$ cat src/rtl/fp_alu_pkg.sv
`default_nettype none
// ============================================================================
// Module   : fp_alu_pkg
// Purpose  : Shared constants for the two-requester FP ALU scheduler:
//            opcodes, FSM state encoding and IEEE-754 single constants.
// Ports    : none (package)
// Revision : 1.0 - initial release
// ============================================================================
package fp_alu_pkg;

    // Opcodes presented on reqN_op
    localparam logic [1:0] OP_ADD = 2'b00;
    localparam logic [1:0] OP_SUB = 2'b01;
    localparam logic [1:0] OP_MUL = 2'b10;
    localparam logic [1:0] OP_RSV = 2'b11;

    // Scheduler FSM encoding
    localparam logic [1:0] S_IDLE = 2'd0;
    localparam logic [1:0] S_EXEC = 2'd1;
    localparam logic [1:0] S_HOLD = 2'd2;

    // IEEE-754 single-precision constants
    localparam int          FP_SIGN_BIT  = 31;
    localparam logic [31:0] FP_CANON_NAN = 32'h7FC00000;

    // Flip the sign of a single-precision value. Addition is performed on
    // the subtract unit as A - (-B).
    function automatic logic [31:0] fp_negate(input logic [31:0] x);
        return {~x[FP_SIGN_BIT], x[FP_SIGN_BIT-1:0]};
    endfunction

endpackage
`default_nettype wire

$ cat src/rtl/MultiOp.sv
`default_nettype none
// ============================================================================
// Module   : MultiOp
// Purpose  : Combinational single-precision multiply, result = para1*para2.
//            Subnormal inputs are flushed to zero, the result is truncated
//            toward zero, and Inf/NaN inputs are not special-cased.
// Ports    : para1, para2    - IEEE-754 single operands
//            result          - product
//            under_overflow  - exponent left the normal range
// Revision : 1.0 - initial release
// ============================================================================
module MultiOp (
    input  logic [31:0] para1,
    input  logic [31:0] para2,
    output logic [31:0] result,
    output logic        under_overflow
);

    logic              w_sign;
    logic [7:0]        w_ea;
    logic [7:0]        w_eb;
    logic [47:0]       w_prod;
    logic [22:0]       w_frac;
    logic signed [9:0] w_exp;

    always_comb begin
        w_sign = para1[31] ^ para2[31];
        w_ea   = para1[30:23];
        w_eb   = para2[30:23];
        w_prod = {1'b1, para1[22:0]} * {1'b1, para2[22:0]};

        // Product of two [1,2) mantissas lies in [1,4); bit 47 marks >= 2
        w_exp = $signed({2'b00, w_ea}) + $signed({2'b00, w_eb}) - 10'sd127
              + (w_prod[47] ? 10'sd1 : 10'sd0);
        w_frac = w_prod[47] ? 23'(w_prod >> 24) : 23'(w_prod >> 23);

        result         = {w_sign, w_exp[7:0], w_frac};
        under_overflow = 1'b0;
        if (w_ea == 8'd0 || w_eb == 8'd0) begin
            result = {w_sign, 31'd0};
        end else if (w_exp >= 10'sd255) begin
            result         = {w_sign, 8'hFF, 23'd0};
            under_overflow = 1'b1;
        end else if (w_exp <= 10'sd0) begin
            result         = {w_sign, 31'd0};
            under_overflow = 1'b1;
        end
    end

endmodule
`default_nettype wire

$ cat src/rtl/SubOp.sv
`default_nettype none
// ============================================================================
// Module   : SubOp
// Purpose  : Combinational single-precision subtract, result = para1 - para2.
//            Subnormal inputs are flushed to zero, the result is truncated
//            toward zero, and Inf/NaN inputs are not special-cased.
// Ports    : para1, para2    - IEEE-754 single operands
//            result          - para1 - para2
//            under_overflow  - exponent left the normal range
// Revision : 1.0 - initial release
// ============================================================================
module SubOp (
    input  logic [31:0] para1,
    input  logic [31:0] para2,
    output logic [31:0] result,
    output logic        under_overflow
);

    logic              w_sa;
    logic              w_sb;
    logic [7:0]        w_ea;
    logic [7:0]        w_eb;
    logic [23:0]       w_ma;
    logic [23:0]       w_mb;
    logic              w_swap;
    logic              w_sign;
    logic [7:0]        w_e_big;
    logic [7:0]        w_diff;
    logic [47:0]       w_m_big;
    logic [47:0]       w_m_small;
    logic [47:0]       w_m_shift;
    logic [48:0]       w_sum;
    logic [5:0]        w_lz;
    logic [22:0]       w_frac;
    logic signed [9:0] w_exp;

    always_comb begin
        w_sa = para1[31];
        // Subtraction: the second operand enters with its sign inverted
        w_sb = ~para2[31];
        w_ea = para1[30:23];
        w_eb = para2[30:23];
        w_ma = (w_ea == 8'd0) ? 24'd0 : {1'b1, para1[22:0]};
        w_mb = (w_eb == 8'd0) ? 24'd0 : {1'b1, para2[22:0]};

        // Larger magnitude goes first so the difference never goes negative
        w_swap    = {w_ea, w_ma} < {w_eb, w_mb};
        w_sign    = w_swap ? w_sb : w_sa;
        w_e_big   = w_swap ? w_eb : w_ea;
        w_diff    = w_swap ? (w_eb - w_ea) : (w_ea - w_eb);
        w_m_big   = w_swap ? {w_mb, 24'd0} : {w_ma, 24'd0};
        w_m_small = w_swap ? {w_ma, 24'd0} : {w_mb, 24'd0};
        w_m_shift = (w_diff > 8'd47) ? 48'd0 : (w_m_small >> w_diff);

        if (w_sa ^ w_sb) begin
            w_sum = {1'b0, w_m_big} - {1'b0, w_m_shift};
        end else begin
            w_sum = {1'b0, w_m_big} + {1'b0, w_m_shift};
        end

        // Distance of the leading one from bit 48; the last hit is the MSB
        w_lz = 6'd0;
        for (int i = 0; i <= 48; i++) begin
            if (w_sum[i]) begin
                w_lz = 6'(48 - i);
            end
        end

        // Bit 48 set means carry out, so the exponent is e_big + 1 - lz
        w_exp  = $signed({2'b00, w_e_big}) + 10'sd1 - $signed({4'b0000, w_lz});
        w_frac = 23'((w_sum << w_lz) >> 25);

        result         = {w_sign, w_exp[7:0], w_frac};
        under_overflow = 1'b0;
        if (w_sum == 49'd0) begin
            result = 32'd0;
        end else if (w_exp >= 10'sd255) begin
            result         = {w_sign, 8'hFF, 23'd0};
            under_overflow = 1'b1;
        end else if (w_exp <= 10'sd0) begin
            result         = {w_sign, 31'd0};
            under_overflow = 1'b1;
        end
    end

endmodule
`default_nettype wire

$ cat src/rtl/fp_alu_sched_rr_arb2.sv
`default_nettype none
// ============================================================================
// Module   : rr_arb2
// Purpose  : Two-way round-robin grant. With both requesters valid the one
//            that did not win last time is granted; the last-grant register
//            only moves when the grant is actually accepted.
// Ports    : clk, rst        - clock, synchronous active-high reset
//            i_valid[1:0]    - request valids, bit N = requester N
//            i_accept        - current grant is taken this cycle
//            o_grant_valid   - at least one requester is valid
//            o_grant_id      - granted requester
// Revision : 1.0 - initial release
// ============================================================================
module rr_arb2 #(
    parameter logic RESET_LAST = 1'b1
) (
    input  logic       clk,
    input  logic       rst,
    input  logic [1:0] i_valid,
    input  logic       i_accept,
    output logic       o_grant_valid,
    output logic       o_grant_id
);

    logic r_last;

    always_comb begin
        o_grant_valid = |i_valid;
        if (&i_valid) begin
            o_grant_id = ~r_last;
        end else begin
            o_grant_id = i_valid[1];
        end
    end

    always_ff @(posedge clk) begin
        if (rst) begin
            r_last <= RESET_LAST;
        end else if (i_accept) begin
            r_last <= o_grant_id;
        end
    end

endmodule
`default_nettype wire

$ cat src/rtl/fp_alu_sched.sv
`default_nettype none
// ============================================================================
// Module   : fp_alu_sched
// Purpose  : Shares one SubOp and one MultiOp between two requesters.
//            IDLE arbitrates and latches operands, EXEC runs the units for
//            one cycle and registers the result, HOLD presents it on the
//            response channel until the consumer takes it.
// Ports    : clk, rst                      - clock, sync active-high reset
//            reqN_valid/ready              - request handshake, N = 0,1
//            reqN_op/a/b                   - opcode and IEEE-754 operands
//            rsp_valid/ready               - response handshake
//            rsp_id, rsp_data, rsp_flag    - requester, result, under/overflow
//            busy                          - FSM not in IDLE
// Revision : 1.0 - initial release
// ============================================================================
module fp_alu_sched #(
    parameter logic [31:0] NAN_VALUE     = 32'h7FC00000,
    parameter logic        RR_RESET_LAST = 1'b1
) (
    input  logic        clk,
    input  logic        rst,
    input  logic        req0_valid,
    output logic        req0_ready,
    input  logic [1:0]  req0_op,
    input  logic [31:0] req0_a,
    input  logic [31:0] req0_b,
    input  logic        req1_valid,
    output logic        req1_ready,
    input  logic [1:0]  req1_op,
    input  logic [31:0] req1_a,
    input  logic [31:0] req1_b,
    output logic        rsp_valid,
    input  logic        rsp_ready,
    output logic        rsp_id,
    output logic [31:0] rsp_data,
    output logic        rsp_flag,
    output logic        busy
);
    import fp_alu_pkg::*;

    logic [1:0]  r_state;
    logic [1:0]  r_op;
    logic [31:0] r_a;
    logic [31:0] r_b;
    logic        r_id;
    logic        r_rsp_valid;
    logic        r_rsp_id;
    logic [31:0] r_rsp_data;
    logic        r_rsp_flag;

    logic        w_grant_valid;
    logic        w_grant_id;
    logic        w_accept;
    logic [31:0] w_sub_b;
    logic [31:0] w_sub_res;
    logic        w_sub_uo;
    logic [31:0] w_mul_res;
    logic        w_mul_uo;
    logic [31:0] w_exec_data;
    logic        w_exec_flag;

    // Ready is masked during reset so nothing is accepted on a reset edge
    assign w_accept   = (r_state == S_IDLE) && !rst && w_grant_valid;
    assign req0_ready = w_accept && !w_grant_id;
    assign req1_ready = w_accept &&  w_grant_id;

    assign rsp_valid = r_rsp_valid;
    assign rsp_id    = r_rsp_id;
    assign rsp_data  = r_rsp_data;
    assign rsp_flag  = r_rsp_flag;
    assign busy      = (r_state != S_IDLE);

    rr_arb2 #(
        .RESET_LAST    (RR_RESET_LAST)
    ) u_arb (
        .clk           (clk),
        .rst           (rst),
        .i_valid       ({req1_valid, req0_valid}),
        .i_accept      (w_accept),
        .o_grant_valid (w_grant_valid),
        .o_grant_id    (w_grant_id)
    );

    // Add is computed as A - (-B) on the single subtract unit
    assign w_sub_b = (r_op == OP_ADD) ? fp_negate(r_b) : r_b;

    SubOp u_sub (
        .para1          (r_a),
        .para2          (w_sub_b),
        .result         (w_sub_res),
        .under_overflow (w_sub_uo)
    );

    MultiOp u_mul (
        .para1          (r_a),
        .para2          (r_b),
        .result         (w_mul_res),
        .under_overflow (w_mul_uo)
    );

    always_comb begin
        w_exec_data = w_sub_res;
        w_exec_flag = w_sub_uo;
        case (r_op)
            OP_MUL: begin
                w_exec_data = w_mul_res;
                w_exec_flag = w_mul_uo;
            end
            OP_RSV: begin
                w_exec_data = NAN_VALUE;
                w_exec_flag = 1'b1;
            end
            default: ;
        endcase
    end

    always_ff @(posedge clk) begin
        if (rst) begin
            r_state     <= S_IDLE;
            r_op        <= 2'd0;
            r_a         <= 32'd0;
            r_b         <= 32'd0;
            r_id        <= 1'b0;
            r_rsp_valid <= 1'b0;
            r_rsp_id    <= 1'b0;
            r_rsp_data  <= 32'd0;
            r_rsp_flag  <= 1'b0;
        end else begin
            case (r_state)
                S_IDLE: begin
                    if (w_accept) begin
                        r_op    <= w_grant_id ? req1_op : req0_op;
                        r_a     <= w_grant_id ? req1_a  : req0_a;
                        r_b     <= w_grant_id ? req1_b  : req0_b;
                        r_id    <= w_grant_id;
                        r_state <= S_EXEC;
                    end
                end
                S_EXEC: begin
                    r_rsp_valid <= 1'b1;
                    r_rsp_data  <= w_exec_data;
                    r_rsp_flag  <= w_exec_flag;
                    r_rsp_id    <= r_id;
                    r_state     <= S_HOLD;
                end
                S_HOLD: begin
                    // Response fields keep their stale values once released
                    if (rsp_ready) begin
                        r_rsp_valid <= 1'b0;
                        r_state     <= S_IDLE;
                    end
                end
                default: r_state <= S_IDLE;
            endcase
        end
    end

endmodule
`default_nettype wire

$ cat config.mk
export PLATFORM = sky130hd
export DESIGN_NAME = fp_alu_sched
export DESIGN_NICKNAME = d
export VERILOG_FILES = /design/src/rtl/fp_alu_pkg.sv /design/src/rtl/MultiOp.sv /design/src/rtl/SubOp.sv /design/src/rtl/fp_alu_sched_rr_arb2.sv /design/src/rtl/fp_alu_sched.sv
export SDC_FILE = /design/constraint.sdc
export NUM_CORES = 2
export LEC_CHECK = 0
export ABC_AREA = 1
export BUFFER_PORTS_ARGS = -buffer_cell sky130_fd_sc_hd__buf_2
export CELL_PAD_IN_SITES_DETAIL_PLACEMENT = 0
export CELL_PAD_IN_SITES_GLOBAL_PLACEMENT = 2
export CORE_MARGIN = 4
export CORE_UTILIZATION = 39
export CTS_BUF_LIST = sky130_fd_sc_hd__clkbuf_8
export DETAILED_ROUTE_END_ITERATION = 12
export GPL_ROUTABILITY_DRIVEN = 0
export PLACE_DENSITY = 0.95
export SETUP_SLACK_MARGIN = 0.02
export SYNTH_ARGS = -nofsm -noshare
export SYNTH_HDL_FRONTEND = slang
export SYNTH_HIERARCHICAL = 1
export SYNTH_SLANG_ARGS = --single-unit
$ cat constraint.sdc
create_clock -name clk -period 22.1 [get_ports clk]
set_input_delay 2.21 -clock clk [delete_from_list [all_inputs] [get_ports clk]]
set_output_delay 2.21 -clock clk [all_outputs]
set_load 0.01 [all_outputs]
Word level (Yosys, flattened, before mapping):

Cells that the tools add are included.
Widths: inputs -> output; s select.

* bits in registers: 105
* output and inout bits: 38

* mux-type cells: 84
* $add $sub $neg: 9
* order comparisons: 6
* bitwise logic cells: 5
* equal/unequal tests: 6
* multiply operators: 1
* reductions and logical operators: 20
* shift-type cells: 2

Operators by type and width (count)
* $mux 6: 49
* $mux 31: 5
* $mux 48: 3
* $mux 32: 4
* $pmux 32 s2: 1
* $add 48x48->49: 1
* $logic_not 49->1: 1
* $mux 49: 1
* $shl 49x6->48: 1
* $sub 48x48->49: 1
* $mul 24x24->48: 1
* $mux 24: 2
* $shr 48x8->48: 1
* $lt 32x32->1: 1
* $logic_not 8->1: 3
* $mux 23: 1
* $ge 10x9->1 const B: 2
* $le 10x1->1 const B: 2
* $mux 8: 2
* $sub 8x8->8: 2
* $add 10x10->10: 1
* $mux 1: 10
* $sub 10x7->10: 1
* $sub 10x8->10 const B: 1
* other kinds (18): 36

Longest topological paths before layout:

* depth in word-level cells: 65
* mapped depth: 109
* depth with buffers taken out: 107

By module:

Netlist, hierarchy kept.

By module, submodules not included
* MultiOp: sequential area each 0.0 µm², cells each 2775, instances 1, area each 20504.7 µm²
* SubOp: sequential area each 0.0 µm², cells each 2314, instances 1, area each 12210.5 µm²
* fp_alu_sched: sequential area each 2082.0 µm², cells each 717, instances 1, area each 4802.1 µm²
* rr_arb2: sequential area each 20.0 µm², cells each 8, instances 1, area each 55.1 µm²

Worst setup path before layout:

No wires, ideal clock.

* path type: register -> register
* start: reg r_a[24]
* end: reg r_rsp_data[22], in the netlist rsp_data[22]
* setup time: 0.128 ns
* stages on the path, launching flop included: 79
* slack: 11.098 ns
* buffers on the path: 5
* arrival time: 10.873 ns
* path through: dfxtp_1 -> nor2_1 -> nand2_1 -> nor2_1 -> clkbuf_1 -> nor2_1 -> ha_1 -> a21oi_1 -> o21ai_0 -> nand3_1 -> nand2_1 -> nand3_1 -> a21oi_1 -> nor3_4 -> nand2_4 -> or2_1 -> o21ai_2 -> xor2_4 -> (+43 left out) -> a21oi_1 -> o21ai_0 -> a21oi_1 -> o21ai_0 -> xor2_1 -> nand3_1 -> o21ai_0 -> nand2_1 -> nand2_1 -> nor2_1 -> nand2_1 -> buf_4 -> nand2_1 -> nand2_1 -> inv_1 -> or2_2 -> o21ai_0 -> a21oi_1

* longest elaborated chain between the ends: 63

RTL lines
* from (decl): RTL line fp_alu_sched.sv:43 `logic [31:0] r_a;`
* from (signal assigned): RTL line fp_alu_sched.sv:133 `r_a <= w_grant_id ? req1_a : req0_a;`
* $logic_not 8->1: RTL line SubOp.sv:43 `w_ma = (w_ea == 8'd0) ? 24'd0 : {1'b1, para1[22:0]};`
* $mux 24: RTL line SubOp.sv:43
* $lt 32x32->1: RTL line SubOp.sv:47 `w_swap = {w_ea, w_ma} < {w_eb, w_mb};`
* $mux 48 or $mux 8 (tied branches): RTL line SubOp.sv:52, SubOp.sv:50
* $shr 48x8->48 or $gt 8x6->1 (tied branches): RTL line SubOp.sv:53 `w_m_shift = (w_diff > 8'd47) ? 48'd0 : (w_m_small >> w_diff);`
* $mux 48: RTL line SubOp.sv:53
* $add 48x48->49 or $sub 48x48->49 (tied branches): RTL line SubOp.sv:58, SubOp.sv:56
* $mux 49: RTL line SubOp.sv:55 `if (w_sa ^ w_sb) begin`
* $mux 6 (49 in a row): RTL line SubOp.sv:64 `if (w_sum[i]) begin`
* $sub 10x7->10: RTL line SubOp.sv:70 `w_exp = $signed({2'b00, w_e_big}) + 10'sd1 - $signed({4'b0000, w_lz});`
* $le 10x1->1: RTL line SubOp.sv:80 `end else if (w_exp <= 10'sd0) begin`
* $mux 31: RTL line SubOp.sv:80
* $mux 31: RTL line SubOp.sv:77 `end else if (w_exp >= 10'sd255) begin`
* $mux 32 (*): RTL line SubOp.sv:75 `if (w_sum == 49'd0) begin`
* net w_sub_res[22]: RTL line fp_alu_sched.sv:55 `logic [31:0] w_sub_res;`
* $pmux 32 s2 (*): RTL line fp_alu_sched.sv:104 `case (r_op)`
* to (signal assigned): RTL line fp_alu_sched.sv:141 `r_rsp_data <= w_exec_data;`
* to (decl): RTL line fp_alu_sched.sv:48 `logic [31:0] r_rsp_data;`

The timed path passes the listed nets; every way through them passes the cells marked *.
A chain may end at the register's enable or synchronous reset.

Worst setup path in the final report:

* start: reg r_b[28]
* end: reg r_rsp_data[7], in the netlist rsp_data[7]

* longest elaborated chain between the ends: 64

RTL lines
* from (decl): RTL line fp_alu_sched.sv:44 `logic [31:0] r_b;`
* from (signal assigned): RTL line fp_alu_sched.sv:134 `r_b <= w_grant_id ? req1_b : req0_b;`
* $mux 32 (*): RTL line fp_alu_sched.sv:85 `assign w_sub_b = (r_op == OP_ADD) ? fp_negate(r_b) : r_b;`
* $logic_not 8->1: RTL line SubOp.sv:44 `w_mb = (w_eb == 8'd0) ? 24'd0 : {1'b1, para2[22:0]};`
* $mux 24: RTL line SubOp.sv:44
* $lt 32x32->1: RTL line SubOp.sv:47
* $mux 48 or $mux 8 (tied branches): RTL line SubOp.sv:52, SubOp.sv:50
* $shr 48x8->48 or $gt 8x6->1 (tied branches): RTL line SubOp.sv:53
* $mux 48: RTL line SubOp.sv:53
* $add 48x48->49 or $sub 48x48->49 (tied branches): RTL line SubOp.sv:58, SubOp.sv:56
* $mux 49: RTL line SubOp.sv:55
* $mux 6 (49 in a row): RTL line SubOp.sv:64
* $sub 10x7->10: RTL line SubOp.sv:70
* $le 10x1->1: RTL line SubOp.sv:80
* $mux 31: RTL line SubOp.sv:80
* $mux 31: RTL line SubOp.sv:77
* $mux 32 (*): RTL line SubOp.sv:75
* net w_sub_res[7]: RTL line fp_alu_sched.sv:55
* $pmux 32 s2 (*): RTL line fp_alu_sched.sv:104

Marked as above.

==> results.yml <==
run_status:
  run_status: "completed"
finish:
  post_route_cells_drive_above_1_share_pct: 7.64
  growth_of_design_area_from_synthesis_to_finish_pct: 4.40
  finalNetCount: 6695
synthesis:
  simple_gate_share_of_the_synthesized_area_pct: 33.2
  ys_ff_latch: 105
  synth_area_um2: 37600
  number_of_cells_produced_by_synthesis: 5814
  synthTopCellsByCount: "sky130_fd_sc_hd__nand2_1 (1722), sky130_fd_sc_hd__inv_1 (1098), sky130_fd_sc_hd__nand3_1 (649), sky130_fd_sc_hd__fa_1 (485), sky130_fd_sc_hd__nor2_1 (285)"
  yosys_most_used_dff: "sky130_fd_sc_hd__dfxtp_1"
  yosys.cell_count.top_type: "sky130_fd_sc_hd__nand2_1"
  synth_top_cell_by_area: "sky130_fd_sc_hd__fa_1"
  synth-adder-area-share_pct: 34.6
  synthDominantCellAreaShare_pct: 25.8
  synth_area_per_cell_um2: 6.46
  synth_cell_types: 74
  yosysWarnings: 6
  synth.top_cells.by_area: "sky130_fd_sc_hd__fa_1 (26%), sky130_fd_sc_hd__nand2_1 (17%), sky130_fd_sc_hd__inv_1 (11%)"
  synth-edff-count: 0
  synth-compound-area-share_pct: 8.35
  synth_fp_nets: 6700
  synth_mux_area_share_pct: 0
  synthArstFlopShare_pct: 0
  combinational_family_with_the_most_area_after_synthesis: "adder cells"
  synth_xor_xnor_area_share_pct: 2.65
  synth-seq-area-share_pct: 5.59
global_routing:
  first_global_vias: 37425
  grt_pass1_wl_um: 211000
  grtUsageTotal_pct: 26.3
  grt_start_max_net_pins: 82
  total_gr_overflow: 0
  initial_antenna_violation_count: 4
timing:
  setup-violations-final: 0
  final-hold-violation-count: 0
  rsz0062_at_grt: "false"
  slew_worst_pin_ps: 1060
  max_slew_margin_pct: 29.4
  skew_ps: 39.7
  finalWorstPathRequiredPeriod_ps: 14740
  final.period_utilization_pct: 66.7
  max_freq_mhz: 67.8
  timing_max_transition_violations_final: 0
  setup_tns_ps: 0
setup_path:
  setup.worst_path.end_class: "flop"
  startpoint: "r_b[28]$_SDFFE_PP0P_"
  ff2ff_setup_slack_ps: 7360
  crit_path_start_kind: "flop"
  critical_path.slowest_cell: "sky130_fd_sc_hd__nor3_4"
  worstPathRequired_ps: 22460
  worst-setup-path-type: "flop to flop"
  r2r_cells: 77
  timing.rr.start: "r_b[28]$_SDFFE_PP0P_"
  critical_path_peak_fanout: 55
  worst_path_largest_cell_delay_ps: 690
  setup.worst_path.end: "rsp_data[7]$_SDFFE_PP0P_"
  cp_data_arrival_time_ps: 15100
  worst_r2r_endpoint: "rsp_data[7]$_SDFFE_PP0P_"
  critical-path-top-cell-by-count: "sky130_fd_sc_hd__nand2_1"
route:
  detailed_route_wire_length_um: 134000
  wl_per_cell_um: 18.9
  route.antenna.remaining_nets: 0
  via_density_per_instance: 5.22
  detail_route.iter0.violations: 3350
  detailroute.via_count: 36926
  post-route-drc-count: 0
  drt_first_pass_iters: 6
place:
  buffer_ports.inserted: 174
  dp_hpwl_um: 106000
clocking:
  clk_path_buf_depth: 2
  cts_resized: 0
  postCtsSetupBuffers: 0
  tritoncts_clock_tree: "done"
  htree_num_levels: 3
  ctsHoldBuffers: 0
  cts_sink_count: 105
  clk_pin_slew_ps: 160
  buffer_type_at_the_clock_tree_root: "sky130_fd_sc_hd__clkbuf_8"
  clock_latency_ps: 490
  cts_buffers: 9
floorplanning:
  floorplan.initialDensity_pct: 39.4
  floorplan.core_area_um2: 95300
  floorplan.rows: 113
  chipWidth_um: 318
  die_h_um: 318
  ioPinCount: 175
  die-area_um2: 101000
min_path:
  hp-class: "flop to flop"
run:
  timing.max_cap.violations: 0
==> cell type report <==
cell class                      count  area [um^2]
Antenna cell                        1         2.50
Clock buffer                        9          124
Clock inverter                      7         85.1
Fill cell                       10423        56100
Inverter                         1151         4330
Multi-Input combinational cell   4306        29700
Sequential cell                   105         2100
Tap cell                         1265         1580
Timing Repair Buffer              236         1340
==> metrics by stage <==
| step | cell area, um^2 | hold WS (ps) | worst slack, ps | utilization (%) | std cells |
|---|---|---|---|---|---|
| 2_1_floorplan | 37600 | 448 | 11100 | - | 5814 |
| 3_3_place_gp | 39000 | 457 | 7730 | 40.9 | 7063 |
| 3_5_place_dp | 39000 | 469 | 7540 | 40.9 | 7063 |
| 4_1_cts | 39200 | 489 | 7510 | 41.2 | 7079 |
| 5_1_grt | 39200 | 522 | 5640 | 41.2 | 7080 |
| 6_report | 39200 | 483 | 7360 | 41.2 | 7080 |
==> layout by cell type, fill, tap and decap left out, types with 39 or more instances in the layout <==
cell type and n:
sky130_fd_sc_hd__a21oi_1 262, sky130_fd_sc_hd__buf_2 173, sky130_fd_sc_hd__buf_4 63, sky130_fd_sc_hd__dfxtp_1 103, sky130_fd_sc_hd__fa_1 485, sky130_fd_sc_hd__ha_1 264, sky130_fd_sc_hd__inv_1 1098, sky130_fd_sc_hd__nand2_1 1722
sky130_fd_sc_hd__nand3_1 649, sky130_fd_sc_hd__nand4_1 40, sky130_fd_sc_hd__nor2_1 285, sky130_fd_sc_hd__nor3_1 39, sky130_fd_sc_hd__o21ai_0 151, sky130_fd_sc_hd__xor2_1 70
==> state kept, by name, summed over array words and instances, names as in the netlist <==
| name | flops |
|---|---|
| r_id | 1 |
| rsp_id | 1 |
| rsp_valid | 1 |
| r_state | 2 |
| r_b | 32 |
| u_arb/r_last | 1 |
| rsp_data | 32 |
| r_op | 2 |
| r_a | 32 |
| rsp_flag | 1 |
==> kinds of logic (layout without fill, tap and decap cells) <==
logic type,Yosys count,in the layout
adders and majority gates,749,749
AOI/OAI and AO/OA,553,553
and+or+nand+nor,2897,2897
DFF,105,105
other,0,1
buffers and inverters,1403,1403
xor gates and xnor gates,107,107
==> how the worst min path moves through the flow <==
stage,start,endpoint,slack (ps),depth (start not counted)
after floorplan,u_arb/r_last$_SDFFE_PP1P_,u_arb/r_last$_SDFFE_PP1P_,450,2
after global placement,r_a[10]$_SDFFE_PP0P_,r_a[10]$_SDFFE_PP0P_,460,2
after detailed placement,r_a[10]$_SDFFE_PP0P_,r_a[10]$_SDFFE_PP0P_,470,2
after CTS,r_a[10]$_SDFFE_PP0P_,r_a[10]$_SDFFE_PP0P_,490,2
after global routing,r_a[10]$_SDFFE_PP0P_,r_a[10]$_SDFFE_PP0P_,520,2
final,r_a[10]$_SDFFE_PP0P_,r_a[10]$_SDFFE_PP0P_,480,2
==> per-layer routing <==
layer | wire [um] | part of all wire [%] | global-route usage (%) | up-vias
met3 | 8960 | 6.7 | 4.11 | 250
met4 | 5260 | 3.9 | 9.61 | 2
met1 | 57000 | 43 | 34.1 | 17608
met2 | 62600 | 47 | 44.4 | 1260
li1 | - | - | - | 17806
met5 | 7 | 0.0052 | 0 | -
==> critical path, delay by kind of cell (launching register included) <==
| family | cells | cell delay, ps |
|---|---|---|
| AOI/OAI and AO/OA | 19 | 3130 |
| xor gates and xnor gates | 3 | 1310 |
| adders and majority gates | 6 | 1480 |
| buffers and inverters | 11 | 2310 |
| DFF | 1 | 450 |
| and+or+nand+nor | 38 | 5780 |
Power is left out: the tool's default activity adds up to more than one toggle a clock period on the data nets, which glitch-free logic cannot reach.
